[src/rtl/spi_reg_pkg.sv]
// Shared constants and types for the SPI register-write target.
package spi_reg_pkg;

  localparam int unsigned FRAME_BITS = 16;

  // Bit counter saturates here so long frames stay distinguishable from 16-bit frames.
  localparam logic [4:0] BIT_CNT_SAT = 5'd17;

  localparam logic [6:0] ADDR_EN_OUT_LO = 7'h00;
  localparam logic [6:0] ADDR_EN_OUT_HI = 7'h01;
  localparam logic [6:0] ADDR_EN_PWM_LO = 7'h02;
  localparam logic [6:0] ADDR_EN_PWM_HI = 7'h03;
  localparam logic [6:0] ADDR_DUTY      = 7'h04;

  typedef enum logic [1:0] {
    StIdle   = 2'd0,
    StShift  = 2'd1,
    StCommit = 2'd2
  } state_e;

endpackage

[src/rtl/spi_reg_peripheral_sync_ff.sv]
// Parameterised-depth synchroniser flop chain with a configurable reset value.
module sync_ff #(
  parameter int unsigned Depth    = 2,
  parameter logic        ResetVal = 1'b0
) (
  input  logic clk,
  input  logic rst_n,
  input  logic d,
  output logic q
);

  logic [Depth-1:0] chain_q;

  // Shift the asynchronous input through the chain.
  always_ff @(posedge clk or negedge rst_n) begin
    if (!rst_n) begin
      chain_q <= {Depth{ResetVal}};
    end else begin
      chain_q <= {chain_q[Depth-2:0], d};
    end
  end

  assign q = chain_q[Depth-1];

endmodule

[src/rtl/spi_reg_peripheral.sv]
// Write-only SPI (mode 0, MSB first) target holding the five PWM control registers.
import spi_reg_pkg::*;

module spi_reg_peripheral #(
  parameter int unsigned SYNC_STAGES = 2,
  parameter logic [6:0]  MAX_ADDR    = 7'h04
) (
  input  logic       clk,
  input  logic       rst_n,
  input  logic       sclk,
  input  logic       copi,
  input  logic       ncs,
  output logic [7:0] en_reg_out_7_0,
  output logic [7:0] en_reg_out_15_8,
  output logic [7:0] en_reg_pwm_7_0,
  output logic [7:0] en_reg_pwm_15_8,
  output logic [7:0] pwm_duty_cycle
);

  logic sclk_s, copi_s, ncs_s;
  logic sclk_hist_q, ncs_hist_q;
  logic sclk_rise, ncs_rise, ncs_fall;

  state_e state_q, state_d;
  logic [FRAME_BITS-1:0] shift_q, shift_d;
  logic [4:0]            cnt_q, cnt_d;
  logic [7:0]            regs_q [5];
  logic [7:0]            regs_d [5];

  logic       commit_en;
  logic [6:0] frame_addr;
  logic [7:0] frame_data;

  sync_ff #(.Depth(SYNC_STAGES), .ResetVal(1'b0)) u_sync_sclk (
    .clk   (clk),
    .rst_n (rst_n),
    .d     (sclk),
    .q     (sclk_s)
  );

  sync_ff #(.Depth(SYNC_STAGES), .ResetVal(1'b0)) u_sync_copi (
    .clk   (clk),
    .rst_n (rst_n),
    .d     (copi),
    .q     (copi_s)
  );

  // ncs idles high, so its chain resets high to avoid a fake rising edge after reset.
  sync_ff #(.Depth(SYNC_STAGES), .ResetVal(1'b1)) u_sync_ncs (
    .clk   (clk),
    .rst_n (rst_n),
    .d     (ncs),
    .q     (ncs_s)
  );

  // History flops for edge detection on the synchronised sclk and ncs.
  always_ff @(posedge clk or negedge rst_n) begin
    if (!rst_n) begin
      sclk_hist_q <= 1'b0;
      ncs_hist_q  <= 1'b1;
    end else begin
      sclk_hist_q <= sclk_s;
      ncs_hist_q  <= ncs_s;
    end
  end

  assign sclk_rise = sclk_s & ~sclk_hist_q;
  assign ncs_rise  = ncs_s & ~ncs_hist_q;
  assign ncs_fall  = ~ncs_s & ncs_hist_q;

  assign frame_addr = shift_q[14:8];
  assign frame_data = shift_q[7:0];

  // The write is issued on the ncs rising edge so the register shows the new value
  // while the FSM sits in Commit.
  assign commit_en = (state_q == StShift) && ncs_rise &&
                     (cnt_q == 5'(FRAME_BITS)) && shift_q[15] && (frame_addr <= MAX_ADDR);

  // FSM next state.
  always_comb begin
    state_d = state_q;
    unique case (state_q)
      StIdle:   if (ncs_fall) state_d = StShift;
      StShift:  if (ncs_rise) state_d = StCommit;
      StCommit: state_d = ncs_fall ? StShift : StIdle;
      default:  state_d = StIdle;
    endcase
  end

  // Shift register and saturating bit counter; ncs rise wins over a coincident sclk rise.
  always_comb begin
    shift_d = shift_q;
    cnt_d   = cnt_q;
    if (ncs_fall) begin
      shift_d = '0;
      cnt_d   = '0;
    end else if ((state_q == StShift) && !ncs_rise && sclk_rise) begin
      shift_d = {shift_q[FRAME_BITS-2:0], copi_s};
      if (cnt_q < BIT_CNT_SAT) begin
        cnt_d = cnt_q + 5'd1;
      end
    end
  end

  // Register file update: at most one register per accepted frame.
  always_comb begin
    regs_d = regs_q;
    if (commit_en) begin
      case (frame_addr)
        ADDR_EN_OUT_LO: regs_d[0] = frame_data;
        ADDR_EN_OUT_HI: regs_d[1] = frame_data;
        ADDR_EN_PWM_LO: regs_d[2] = frame_data;
        ADDR_EN_PWM_HI: regs_d[3] = frame_data;
        ADDR_DUTY:      regs_d[4] = frame_data;
        default:        ;
      endcase
    end
  end

  // State, shifter and register file storage.
  always_ff @(posedge clk or negedge rst_n) begin
    if (!rst_n) begin
      state_q <= StIdle;
      shift_q <= '0;
      cnt_q   <= '0;
      for (int i = 0; i < 5; i++) begin
        regs_q[i] <= 8'h00;
      end
    end else begin
      state_q <= state_d;
      shift_q <= shift_d;
      cnt_q   <= cnt_d;
      for (int i = 0; i < 5; i++) begin
        regs_q[i] <= regs_d[i];
      end
    end
  end

  assign en_reg_out_7_0  = regs_q[0];
  assign en_reg_out_15_8 = regs_q[1];
  assign en_reg_pwm_7_0  = regs_q[2];
  assign en_reg_pwm_15_8 = regs_q[3];
  assign pwm_duty_cycle  = regs_q[4];

endmodule

[config.mk]
export PLATFORM = sky130hd
export DESIGN_NAME = spi_reg_peripheral
export DESIGN_NICKNAME = d
export VERILOG_FILES = /design/src/rtl/spi_reg_pkg.sv /design/src/rtl/spi_reg_peripheral_sync_ff.sv /design/src/rtl/spi_reg_peripheral.sv
export SDC_FILE = /design/constraint.sdc
export NUM_CORES = 1
export LEC_CHECK = 0
export CORE_ASPECT_RATIO = 1.25
export CORE_MARGIN = 2
export CORE_UTILIZATION = 49
export CTS_BUF_LIST = sky130_fd_sc_hd__clkbuf_16
export DETAILED_ROUTE_END_ITERATION = 12
export HOLD_SLACK_MARGIN = 0.05
export MAX_ROUTING_LAYER = met4
export PLACE_DENSITY = 0.75
export SYNTH_ARGS = -nofsm -noshare
export SYNTH_HDL_FRONTEND = slang
export SYNTH_SLANG_ARGS = --single-unit
export TNS_END_PERCENT = 50
[constraint.sdc]
create_clock -name clk -period 2.65 [get_ports clk]
set_clock_uncertainty 0.15 [all_clocks]
set_input_delay 0.3975 -clock clk [delete_from_list [all_inputs] [get_ports clk]]
set_output_delay 0.3975 -clock clk [all_outputs]
set_load 0.01 [all_outputs]
==> results of run 1 <==
through the flow:
stage | instance area, um^2 | utilization | cells | power (mW)
after floorplan | 2870 | - | 208 | 1.17
after global placement | 3410 | 0.594 | 317 | 1.22
after detailed placement | 3410 | 0.594 | 317 | 1.22
after CTS | 3770 | 0.656 | 334 | 2.60
after global routing | 3770 | 0.656 | 334 | 2.67
final | 3770 | 0.656 | 334 | 2.57
power breakdown:
part | leakage [nW] | total, mW | internal, mW | switching [mW]
registers | 0.967 | 1.12 | 1.10 | 0.0159
logic | 0.652 | 0.0803 | 0.0299 | 0.0504
clock network | 0.158 | 1.37 | 0.919 | 0.449
total | 1.78 | 2.57 | 2.05 | 0.515
Yosys cell counts, drive strengths merged, types with 2 or more instances:
master	number	share of area
nand2	36	0.047
buf	6	0.014
or4b	3	0.012
mux2	40	0.19
clkbuf	3	0.0039
nor2	4	0.0052
nand4	2	0.0044
dfstp	3	0.027
inv	3	0.0039
and4bb	2	0.0087
xor2	2	0.0061
nand3b	2	0.0052
nand3	2	0.0035
ha	2	0.0087
dfrtp	68	0.59
a21oi	17	0.030
layer usage:
| metal | vias up | track usage | wire length (um) |
|---|---|---|---|
| li1 | 839 | - | - |
| met3 | 6 | 0.0547 | 192 |
| met1 | 892 | 0.234 | 2320 |
| met4 | 0 | 0.0808 | 55 |
| met5 | - | - | 0 |
| met2 | 41 | 0.295 | 2750 |
final cells by class:
class / instances / area (um^2) / share of cell area
inverters: 3 / 11.3 / 0.00299
clock buffers: 9 / 225 / 0.0598
multi-input cells: 125 / 1030 / 0.273
flip-flops and latches: 71 / 1780 / 0.472
repair buffers: 53 / 518 / 0.137
clock inverters: 7 / 121 / 0.0322
well taps: 66 / 82.6 / 0.0219
registers in the layout, summed over array words and instances, names as in the netlist:
register and flops:
shift_q 16, en_reg_out_15_8 8, en_reg_out_7_0 8, en_reg_pwm_15_8 8
en_reg_pwm_7_0 8, pwm_duty_cycle 8, cnt_q 5, state_q 2
u_sync_copi.chain_q 2, u_sync_ncs.chain_q 2, u_sync_sclk.chain_q 2, ncs_hist_q 1
sclk_hist_q 1
worst max-delay path by stage:
stage               cells after the start  slack (ns)                 start                              to
finish                                  6        0.16  cnt_q[0]$_DFFE_PN0P_  en_reg_out_15_8[7]$_DFFE_PN0P_
global route                            6        0.03  cnt_q[0]$_DFFE_PN0P_  en_reg_out_15_8[5]$_DFFE_PN0P_
CTS                                     6        0.16  cnt_q[0]$_DFFE_PN0P_  en_reg_out_15_8[7]$_DFFE_PN0P_
detailed placement                      6        0.18  cnt_q[0]$_DFFE_PN0P_  en_reg_out_15_8[1]$_DFFE_PN0P_
global placement                        6        0.26  cnt_q[0]$_DFFE_PN0P_  en_reg_out_15_8[4]$_DFFE_PN0P_
floorplan                               7        0.45  cnt_q[0]$_DFFE_PN0P_   pwm_duty_cycle[0]$_DFFE_PN0P_
kinds of logic after synthesis:
| family | share of synthesized area |
|---|---|
| mux | 0.188 |
| fa+ha+maj | 0.00871 |
| compound gates | 0.0405 |
| buf+inv | 0.0222 |
| simple gates | 0.115 |
| xor+xnor | 0.00610 |
| flops | 0.620 |
repair_timing:
item | in CTS | in global routing
buffers inserted | 0 | 0
hold buffers | 1 | 0
hold endpoints to repair | 25 | 0
==> flow_metrics.tcl, run 1 <==
set metrics [dict create \
    finalHoldViolations 0 \
    clockRootBuffer "clkbuf_16" \
    maxCapViolCount 0 \
    path_class "flip-flop to flip-flop" \
    netlist_area_um2 2870 \
    crit_arrival_ns 2.55 \
    start_kind "flip-flop" \
    synth_edf_count 0 \
    antennaDiodeCount 0 \
    drt_iter0_drc 135 \
    syn_area_per_cell_um2 13.8 \
    cp-end-kind "flip-flop" \
    hold-path-endpoint "u_sync_copi.chain_q[1]$_DFF_PN0_" \
    r2r_slack_ns 0.16 \
    portBuffers 44 \
    reg2reg_depth 6 \
    setup_viol 0 \
    tightest_slew_ns 0.624 \
    path_cells "inv_1 -> ha_1 -> nor4b_2 -> nand4b_2 -> or4b_1 -> mux2_4" \
    grtUsageTotal 0.190 \
    vias 1778 \
    hpwl_um 3550 \
    placementRows 31 \
    wl_um 5320 \
    crit_family "simple AND/OR/NAND/NOR gates" \
    fill_cells 428 \
    numCtsBuffers 9 \
    critical_path_required_ns 2.71 \
    leakage_nw 1.78 \
    nNetsFinal 270 \
    grt_start_max_net_pins 47 \
    wl_per_cell_um 15.9 \
    slew_headroom 0.578 \
    holdWs_ns 0.198 \
    slew_violations 0 \
    fp.dieH_um 89.6 \
    critPathMaxFanout 8 \
    insertion_delay_ns 0.33 \
    via_per_inst 5.32 \
    drc 0 \
    die-area_um2 6500 \
    synth_cells 208 \
    ant_nets 0 \
    io_pins 45 \
    setup_tns_ns 0 \
    power_density_nw_per_um2 681 \
    clk_pin_slew_worst_paths_ns 0.06 \
    htree_num_levels 3 \
    peakVddDrop_uv 364 \
    finalCriticalPeriod_ns 2.49 \
    grt_setup_unrepaired "no" \
    grt_pass1_wl_um 8890 \
    core_um2 5740 \
    ctsResizeCount 0 \
    fmax_ghz 0.402 \
    ys_seq_elements 71 \
    synth_cell_type_count 33 \
    initial_core_util 0.501 \
    tritoncts "built" \
    ys_seq_area_frac 0.620 \
    post-route-period-util 0.939 \
    syn_to_final_growth_pct 31.1 \
    dieWidth_um 72.5 \
    status "completed" \
    slowest_stage "or4b_1" \
    rr_endpoint "en_reg_out_15_8[7]$_DFFE_PN0P_" \
    ys.flop_type "dfrtp_1" \
    setup_ws_ns 0.163 \
    gp_congestion 0.782 \
    mostFrequentLayoutCells "dfrtp_1 (68), clkdlybuf4s50_1 (43), nand2_1 (36)" \
    antenna_found_initial 0 \
    rr_startpoint "cnt_q[0]$_DFFE_PN0P_" \
    hp-start "u_sync_copi.chain_q[0]$_DFF_PN0_" \
    path_buf_inv 1 \
    min_delay_path_depth 0 \
    syn_nets 215 \
    grt_pass1_vias 1793 \
    cts.sinks 71 \
    yosys_warnings 0 \
    hold_class "flip-flop to flip-flop" \
    ctsLongestPathBuffers 2 \
    dr.pass1.iters 4 \
    async_flop_share 1.00 \
    post_route_cells_drive_above_1_share 0.280 \
    layout_commonest_cell "dfrtp_1" \
    slowest_delay_ns 0.77 \
    grt_overflow 0 \
    pre_cts_ws_ns 0.184 \
]
(Power assumes the default switching activity.)
==> run 2: changes to the inputs <==
Settings changed: GPL_ROUTABILITY_DRIVEN set to 0.
==> results of run 2 <==
No change in the layout: final DEF, timing and power equal those of run 1.
==> run 3: changes to the inputs <==
Settings changed: CORE_UTILIZATION 49 to 53, PLACE_DENSITY 0.75 to 0.8.
==> flow_metrics.tcl, run 3 (synthesis results as in run 1) <==
set metrics [dict create \
    status "completed" \
    ctsLongestPathBuffers 2 \
    pre_cts_ws_ns 0.169 \
    die-area_um2 6030 \
    fin_cells 331 \
    leakage_nw 1.75 \
    clk_pin_slew_worst_paths_ns 0.05 \
    crit_arrival_ns 2.55 \
    largest_reg_flops 16 \
    cts_setup_buffers 0 \
    p_clk_frac 0.465 \
    power_density_nw_per_um2 611 \
    core_um2 5330 \
    grt_setup_unrepaired "no" \
    cp-end-kind "flip-flop" \
    finalHoldViolations 0 \
    post_route_cells_drive_above_1_share 0.266 \
    busiest_layer "met2" \
    fill_cells 386 \
    via_per_inst 5.41 \
    htree_num_levels 3 \
    maxCapViolCount 0 \
    crit_path_start "cnt_q[0]$_DFFE_PN0P_" \
    utilization 0.689 \
    drt_iter0_drc 98 \
    ant_nets 0 \
    vias 1790 \
    grt_pass1_vias 1806 \
    mostFrequentLayoutCells "dfrtp_1 (68), clkdlybuf4s50_1 (43), nand2_1 (36)" \
    dpl.cell_count 314 \
    fp.dieH_um 86.3 \
    grt_pass1_wl_um 9090 \
    insertion_delay_ns 0.32 \
    post-route-period-util 0.941 \
    fmax_ghz 0.401 \
    internal_power_mw 1.75 \
    seqPwrFrac 0.499 \
    finalCriticalPeriod_ns 2.49 \
    pwr-share-comb 0.036 \
    critical_path_required_ns 2.70 \
    dr.pass1.iters 4 \
    clockRootBuffer "clkbuf_16" \
    portBuffers 44 \
    setup_ws_ns 0.155 \
    hold_class "flip-flop to flip-flop" \
    dieWidth_um 69.9 \
    path_class "flip-flop to flip-flop" \
    slew_headroom 0.576 \
    layout_commonest_cell "dfrtp_1" \
    wl_um 5410 \
    setup_tns_ns 0 \
    initial_core_util 0.539 \
    grt_use_met1 0.243 \
    critPathMaxFanout 8 \
    power_switching_mw 0.492 \
    tightest_slew_ns 0.628 \
    grt_start_max_net_pins 49 \
    rr_startpoint "cnt_q[0]$_DFFE_PN0P_" \
    regMostFlops "shift_q" \
    r2r_slack_ns 0.16 \
    grt_overflow 0 \
    placementRows 30 \
    rr_endpoint "en_reg_pwm_7_0[3]$_DFFE_PN0P_" \
    antennaDiodeCount 0 \
    grtUsageMet3 0.0581 \
    hpwl_um 3640 \
    tritoncts "built" \
    drc 0 \
    crit_end "en_reg_pwm_7_0[3]$_DFFE_PN0P_" \
    syn_to_final_growth_pct 27.7 \
    reg2reg_depth 6 \
    ctsResizeCount 0 \
    antenna_found_initial 0 \
    numCtsBuffers 9 \
    slew_violations 0 \
    grtUsageMet2 0.327 \
    setup_viol 0 \
    sw_frac_of_total 0.219 \
    start_kind "flip-flop" \
    grtUsageTotal 0.203 \
    io_pins 45 \
    cts.sinks 71 \
    ctsHoldBuffers 1 \
    wl_per_cell_um 16.4 \
    peakVddDrop_uv 503 \
    nNetsFinal 269 \
]
==> run 3: cell count changes in the layout (fill, tap and decap cells not counted) <==
cell,before,now
inv_1,3,5
clkinv_4,1,0
clkinv_1,0,1
clkinvlp_4,3,1
clkinv_2,0,3
bufinv_16,3,0
buf_4,7,6
==> run 3: worst min-delay path by stage <==
stage                                          start  depth (start not counted)                                to  slack (ns)
floorplan                                      rst_n                          0              cnt_q[0]$_DFFE_PN0P_       -0.05
global placement    u_sync_copi.chain_q[0]$_DFF_PN0_                          0  u_sync_copi.chain_q[1]$_DFF_PN0_        0.18
detailed placement  u_sync_copi.chain_q[0]$_DFF_PN0_                          0  u_sync_copi.chain_q[1]$_DFF_PN0_        0.19
CTS                 u_sync_copi.chain_q[0]$_DFF_PN0_                          0  u_sync_copi.chain_q[1]$_DFF_PN0_        0.20
global route        u_sync_sclk.chain_q[0]$_DFF_PN0_                          0  u_sync_sclk.chain_q[1]$_DFF_PN0_        0.21
finish              u_sync_copi.chain_q[0]$_DFF_PN0_                          0  u_sync_copi.chain_q[1]$_DFF_PN0_        0.20
==> run 3: cell type report <==
class	instances	area (um^2)	area share
flip-flops and latches	71	1780	0.485
multi-input cells	125	1030	0.281
repair buffers	52	510	0.139
clock inverters	7	33.8	0.00920
clock buffers	9	225	0.0613
well taps	64	80.1	0.0218
inverters	3	11.3	0.00307
==> run 3: stage by stage <==
step           power (mW)  hold WS [ns]  area (um^2)
2_1_floorplan        1.17       -0.0481         2870
3_3_place_gp         1.22         0.183         3400
3_5_place_dp         1.22         0.188         3400
4_1_cts              2.26         0.200         3670
5_1_grt              2.32         0.207         3670
6_report             2.24         0.197         3670
==> run 3: routing by layer <==
layer,part of all wire,routed length [um],up-vias
li1,-,-,831
met1,0.43,2330,906
met2,0.50,2710,42
met3,0.042,230,11
met4,0.025,137,0
met5,0,0,-
==> run 3: power by group through the flow <==
| stage | logic (mW) | clock network [mW] | registers, mW |
|---|---|---|---|
| 2_1_floorplan | 0.0376 | 0 | 1.13 |
| 3_3_place_gp | 0.0788 | 0 | 1.14 |
| 3_5_place_dp | 0.0819 | 0 | 1.14 |
| 4_1_cts | 0.0823 | 1.05 | 1.12 |
| 5_1_grt | 0.0913 | 1.11 | 1.12 |
| 6_report | 0.0800 | 1.04 | 1.12 |
==> run 3: critical path, stage by stage, from the launching register on <==
cell and delay (ns):
dfrtp_1 0.42, inv_1 0.09, ha_1 0.14, nor4b_2 0.21, nand4b_2 0.20, or4b_1 0.77, mux2_4 0.39
==> patch 1 (config.mk and constraints of run 1) <==
One comparison of `cnt_q` changes from == to >=.
--- a/src/rtl/spi_reg_peripheral.sv
+++ b/src/rtl/spi_reg_peripheral.sv
@@ -75,5 +75,5 @@
   // while the FSM sits in Commit.
   assign commit_en = (state_q == StShift) && ncs_rise &&
-                     (cnt_q == 5'(FRAME_BITS)) && shift_q[15] && (frame_addr <= MAX_ADDR);
+                     (cnt_q >= 5'(FRAME_BITS)) && shift_q[15] && (frame_addr <= MAX_ADDR);
 
   // FSM next state.
Function: same outputs for any inputs over 10 cycles, from zero or initial values and one cycle with rst_n low; that may be too few to reach the edited logic, so the function may still have changed.
==> patch 1 against run 1 <==
Setup slack better by 550 ps. Design area is 2.7% lower. Sequential cell count stayed put. Utilization is 1.7 points lower. Cell count is 0.60% lower. Synthesized area hardly changed. Clock power is 23% lower. Power is 12% lower. Combinational power is 12% higher. Critical path depth is 3 lower. Wire length is 6.4% higher.
==> patch 1: results (changes against run 1) <==
- Share of the clock period used by the worst path after layout: 72.98% (-21 points)
- First-pass GRT wire length: 9.294 mm (+4.5%)
- Number of nets in the finished design: 267 (-1.1%)
- Vias in the first global route: 1844 (+2.8%)
- Footprint of the multi-input gates: 1045 µm² (+1.5%)
- Antenna violations before repair: 0 (unchanged)
- Proportion of cell area occupied by registers: 48.53% (+1.3 points)
- Routing usage on met1: 24.59% (+1.1 points)
- Ranking of synthesized cells by area: sky130_fd_sc_hd__dfrtp_1 (59%), sky130_fd_sc_hd__mux2_2 (16%), sky130_fd_sc_hd__o21ai_0 (3.0%), sky130_fd_sc_hd__a21oi_1 (2.8%), sky130_fd_sc_hd__nand3_1 (2.8%)
- R2R Path End: en_reg_out_15_8[1]$_DFFE_PN0P_
- Synth top area share: 59.18% (about the same)
- Iteration-0 DRC Markers: 122 (-9.6%)
- Cell count after placement: 315 (-0.63%)
- Final weighted congestion in routability-driven placement: 0.8064 (+3.1%)
- Dominant register cell in the synthesized netlist: sky130_fd_sc_hd__dfrtp_1
- Arrival time of data at the critical path endpoint: 1990 ps (-560 ps)
- Syn_area_per_cell: 13.50 µm² (-2.3%)
- Routed via count divided by cell count: 5.720 (+7.4%)
- HPWL after DPL: 3.742 mm (+5.6%)
- Slowest cell delay on critical path: 560 ps (-210 ps)
- Synth cell types: 31 (-6.1%)
- Reg2reg path depth: 3 (-3)
- Non-clk bufs: 50 (-5.7%)
- Wl on met1: 2.511 mm (+8.4%)
- Slowest cell on the critical path: sky130_fd_sc_hd__dfstp_2
- Fraction of layout instances using a drive strength above 1: 27.44% (-0.54 points)
- Number of filler instances in the final layout: 455 (+6.3%)
- Total net switching power: 503.3 µW (-2.3%)
- Result of the run: finished, final reports clean
- Ranking of synthesized cells by instance count: sky130_fd_sc_hd__dfrtp_1 (68), sky130_fd_sc_hd__mux2_2 (40), sky130_fd_sc_hd__o21ai_0 (17)
- Met2 Resource Use GR: 31.53% (+2.0 points)
- Worst VDD drop: 0.0003681 V (+1.1%)
- Final-layout clock-cell area share: 7.231% (-2.0 points)
- Seq/Total Area, Yosys: 61.92% (about the same)
- Net count after synthesis: 219 (+1.9%)
- Leakage Power: 0.001697 µW (-4.5%)
- Total wire length: 5.657 mm (+6.4%)
- Hold path startpoint: u_sync_sclk.chain_q[0]$_DFF_PN0_
- Met2 wire len: 2.861 mm (+4.0%)
- Count of multi-input gates: 129 (+3.2%)
- Total number of vias: 1899 (+6.8%)
- Met3 Usage GRT: 5.580% (+0.11 points)
- Inverters: 0 (-3)
- Hold Crit Endpoint: u_sync_sclk.chain_q[1]$_DFF_PN0_
- Non-clock buffer share of cell area: 13.51% (-0.24 points)
patch 1: changes by cell type after synthesis, sizes merged, moves of 4 or more:
cell           run 1  this run
nand3              2        16
clkbuf             3         8
nand2b             1         5
nand2             36         4
o21ai              1        17
patch 1: cell families after synthesis:
kind of cell    synth area share, %
compound gates                6.963
mux                           16.71
simple gates                  12.01
buf+inv                       1.958
flops                         61.92
fa+ha+maj                    0.4351
patch 1: power by group through the flow:
stage	sequential, µW	clock, µW	combinational [µW]
floorplan	1130	0	48.0
global placement	1140	0	88.5
detailed placement	1140	0	89.9
CTS	1120	1080	91.3
global route	1120	1120	102
finish	1120	1050	89.8
patch 1: per-stage QoR:
step	area [µm²]	hold WS (ps)
2_1_floorplan	2875	-48.09
3_5_place_dp	3393	186.4
5_1_grt	3669	203.5
6_report	3669	200.3
3_3_place_gp	3393	182.3
4_1_cts	3669	198.6
patch 1: what timing repair did:
action | in CTS | in global routing
hold endpoints to repair | 27 | 0
hold buffers | 1 | 0
resized for setup | 0 | 0
==> patch 2 (config.mk and constraints of run 1) <==
Made on the original files. `ResetVal` is set to 1'b0 in 3 places; all go to 1'b1.
--- a/src/rtl/spi_reg_peripheral_sync_ff.sv
+++ b/src/rtl/spi_reg_peripheral_sync_ff.sv
@@ -2,5 +2,5 @@
 module sync_ff #(
   parameter int unsigned Depth    = 2,
-  parameter logic        ResetVal = 1'b0
+  parameter logic        ResetVal = 1'b1
 ) (
   input  logic clk,
--- a/src/rtl/spi_reg_peripheral.sv
+++ b/src/rtl/spi_reg_peripheral.sv
@@ -32,5 +32,5 @@
   logic [7:0] frame_data;
 
-  sync_ff #(.Depth(SYNC_STAGES), .ResetVal(1'b0)) u_sync_sclk (
+  sync_ff #(.Depth(SYNC_STAGES), .ResetVal(1'b1)) u_sync_sclk (
     .clk   (clk),
     .rst_n (rst_n),
@@ -39,5 +39,5 @@
   );
 
-  sync_ff #(.Depth(SYNC_STAGES), .ResetVal(1'b0)) u_sync_copi (
+  sync_ff #(.Depth(SYNC_STAGES), .ResetVal(1'b1)) u_sync_copi (
     .clk   (clk),
     .rst_n (rst_n),
Check against the original RTL: no difference found for any inputs over 10 cycles, from zero or initial values and one cycle with rst_n low; that may be too few to reach the edited logic, so the function may still have changed.
==> patch 2 against run 1 <==
Synthesized area up 0.17%. Count of clock-buffer cells in the layout unchanged. Combinational power down 4.5%. Power down 6.9%. Sequential cell count unchanged. Wire length up 4.4%. Highest routed layer unchanged. Critical path type unchanged. Design area down 1.9%. Setup slack better by 5.5 ps.
==> patch 2: results (changes against run 1) <==
- Largest net degree at the start of global routing: 27 (-43%)
- Seq/Total Area, Yosys: 62.02% (+0.066 points)
- Leakage Power: 0.001742 µW (-2.0%)
- Met2 Resource Use GR: 30.08% (+0.55 points)
- Total internal power: 1860 µW (-9.4%)
- Ant. Diodes: 0 (unchanged)
- Wl on met1: 2.417 mm (+4.3%)
- HPWL after DPL: 3.770 mm (+6.3%)
- Post-placement worst setup slack: 175.0 ps (-8.858 ps)
- Final weighted congestion in routability-driven placement: 0.8388 (+7.2%)
- Worst-path maximum fanout: 8 (unchanged)
- Cts hold-fix bufs: 1 (unchanged)
- Total track usage: 19.52% (+0.50 points)
- Number of nets in the finished design: 268 (-0.74%)
- Met3 routed WL: 207 µm (+7.8%)
- Met3 Usage GRT: 5.045% (-0.42 points)
- Result of the run: finished, final reports clean
- DRC: 0 (unchanged)
- Vias in the first global route: 1825 (+1.8%)
- Synth Area in Compound Gates: 4.042% (-0.0070 points)
- Multiplexer area fraction after synthesis: 18.77% (-0.033 points)
- Total net switching power: 529.3 µW (+2.7%)
- Max Root-Sink Buffers: 2 (unchanged)
- Port Buffers: 44 (unchanged)
- Detailed-routing iteration count for the pre-antenna-repair pass: 4 (unchanged)
- Warning count from the yosys run: 0 (unchanged)
- Number of max-capacitance violations reported: 0 (unchanged)
- Routing usage on met1: 25.21% (+1.8 points)
- Antenna violations before repair: 0 (unchanged)
- Clock Root Buffer: sky130_fd_sc_hd__clkbuf_16
- Ranking of synthesized cells by instance count: sky130_fd_sc_hd__dfrtp_1 (64), sky130_fd_sc_hd__nand2_1 (36), sky130_fd_sc_hd__mux2_4 (24)
- Worst VDD drop: 0.0005196 V (+43%)
- Iteration-0 DRC Markers: 98 (-27%)
- Ranking of synthesized cells by area: sky130_fd_sc_hd__dfrtp_1 (56%), sky130_fd_sc_hd__mux2_4 (13%), sky130_fd_sc_hd__dfstp_2 (6.4%), sky130_fd_sc_hd__mux2_2 (6.3%), sky130_fd_sc_hd__nand2_1 (4.7%)
- Arrival time of data at the critical path endpoint: 2540 ps (about the same)
- Wirelength per Cell: 16.73 µm (+5.1%)
- Adder and majority cell fraction of the synthesized area: 0.8692% (-0.0015 points)
- Post-cts gate resize count: 0 (unchanged)
- Placed cell areas: 3390 µm² (-0.66%)
- First-pass GRT wire length: 9.473 mm (+6.5%)
- Xor/xnor share of the synthesized area: 0.6084% (-0.0011 points)
- Fraction of layout instances using a drive strength above 1: 28.95% (+0.96 points)
- Reg power frac: 47.0% (+3.4 points)
- Routed via count divided by cell count: 5.449 (+2.4%)
- Number of setup buffers added after CTS: 0 (unchanged)
- Slew of the pin with the lowest slew margin: 732.3 ps (+108.1 ps)
- Met2 wire len: 2.853 mm (+3.7%)
patch 2: cell count changes after synthesis, sizes merged:
cell | run 1 | this run
dfrtp | 68 | 64
dfstp | 3 | 7
patch 2: critical path, stage by stage (launching register included):
cell and delay [ps]:
sky130_fd_sc_hd__dfrtp_1 420, sky130_fd_sc_hd__inv_1 100, sky130_fd_sc_hd__ha_1 140, sky130_fd_sc_hd__nor4b_2 210, sky130_fd_sc_hd__nand4b_2 200, sky130_fd_sc_hd__or4b_1 760, sky130_fd_sc_hd__mux2_4 380
patch 2: path summary, 6_finish.rpt:
path | depth (start not counted) | from | endpoint | slack [ps]
setup / recovery | 6 | cnt_q[0]$_DFFE_PN0P_ | en_reg_pwm_7_0[1]$_DFFE_PN0P_ | 170
hold / removal | 0 | u_sync_ncs.chain_q[0]$_DFF_PN1_ | u_sync_ncs.chain_q[1]$_DFF_PN1_ | 210
setup reg to reg | 6 | cnt_q[0]$_DFFE_PN0P_ | en_reg_pwm_7_0[1]$_DFFE_PN0P_ | 170
hold reg to reg | 0 | u_sync_ncs.chain_q[0]$_DFF_PN1_ | u_sync_ncs.chain_q[1]$_DFF_PN1_ | 210
max in group asynchronous | 3 | rst_n | u_sync_copi.chain_q[1]$_DFF_PN1_ | 1080
min in group asynchronous | 2 | rst_n | state_q[0]$_DFFE_PN0P_ | 460
patch 2: stage by stage:
stage,instances,hold WS [ps]
6_report,332,205.6
5_1_grt,332,212.3
4_1_cts,332,207.3
3_5_place_dp,315,198.8
3_3_place_gp,315,195.6
2_1_floorplan,208,-48.09
patch 2: layout make-up:
class	instances	area (µm²)
Timing Repair Buffer	51	490.5
Clock buffer	9	225.2
Clock inverter	7	72.57
Fill cell	449	2043
Sequential cell	71	1785
Inverter	3	11.26
Tap cell	66	82.58
Multi-Input combinational cell	125	1030
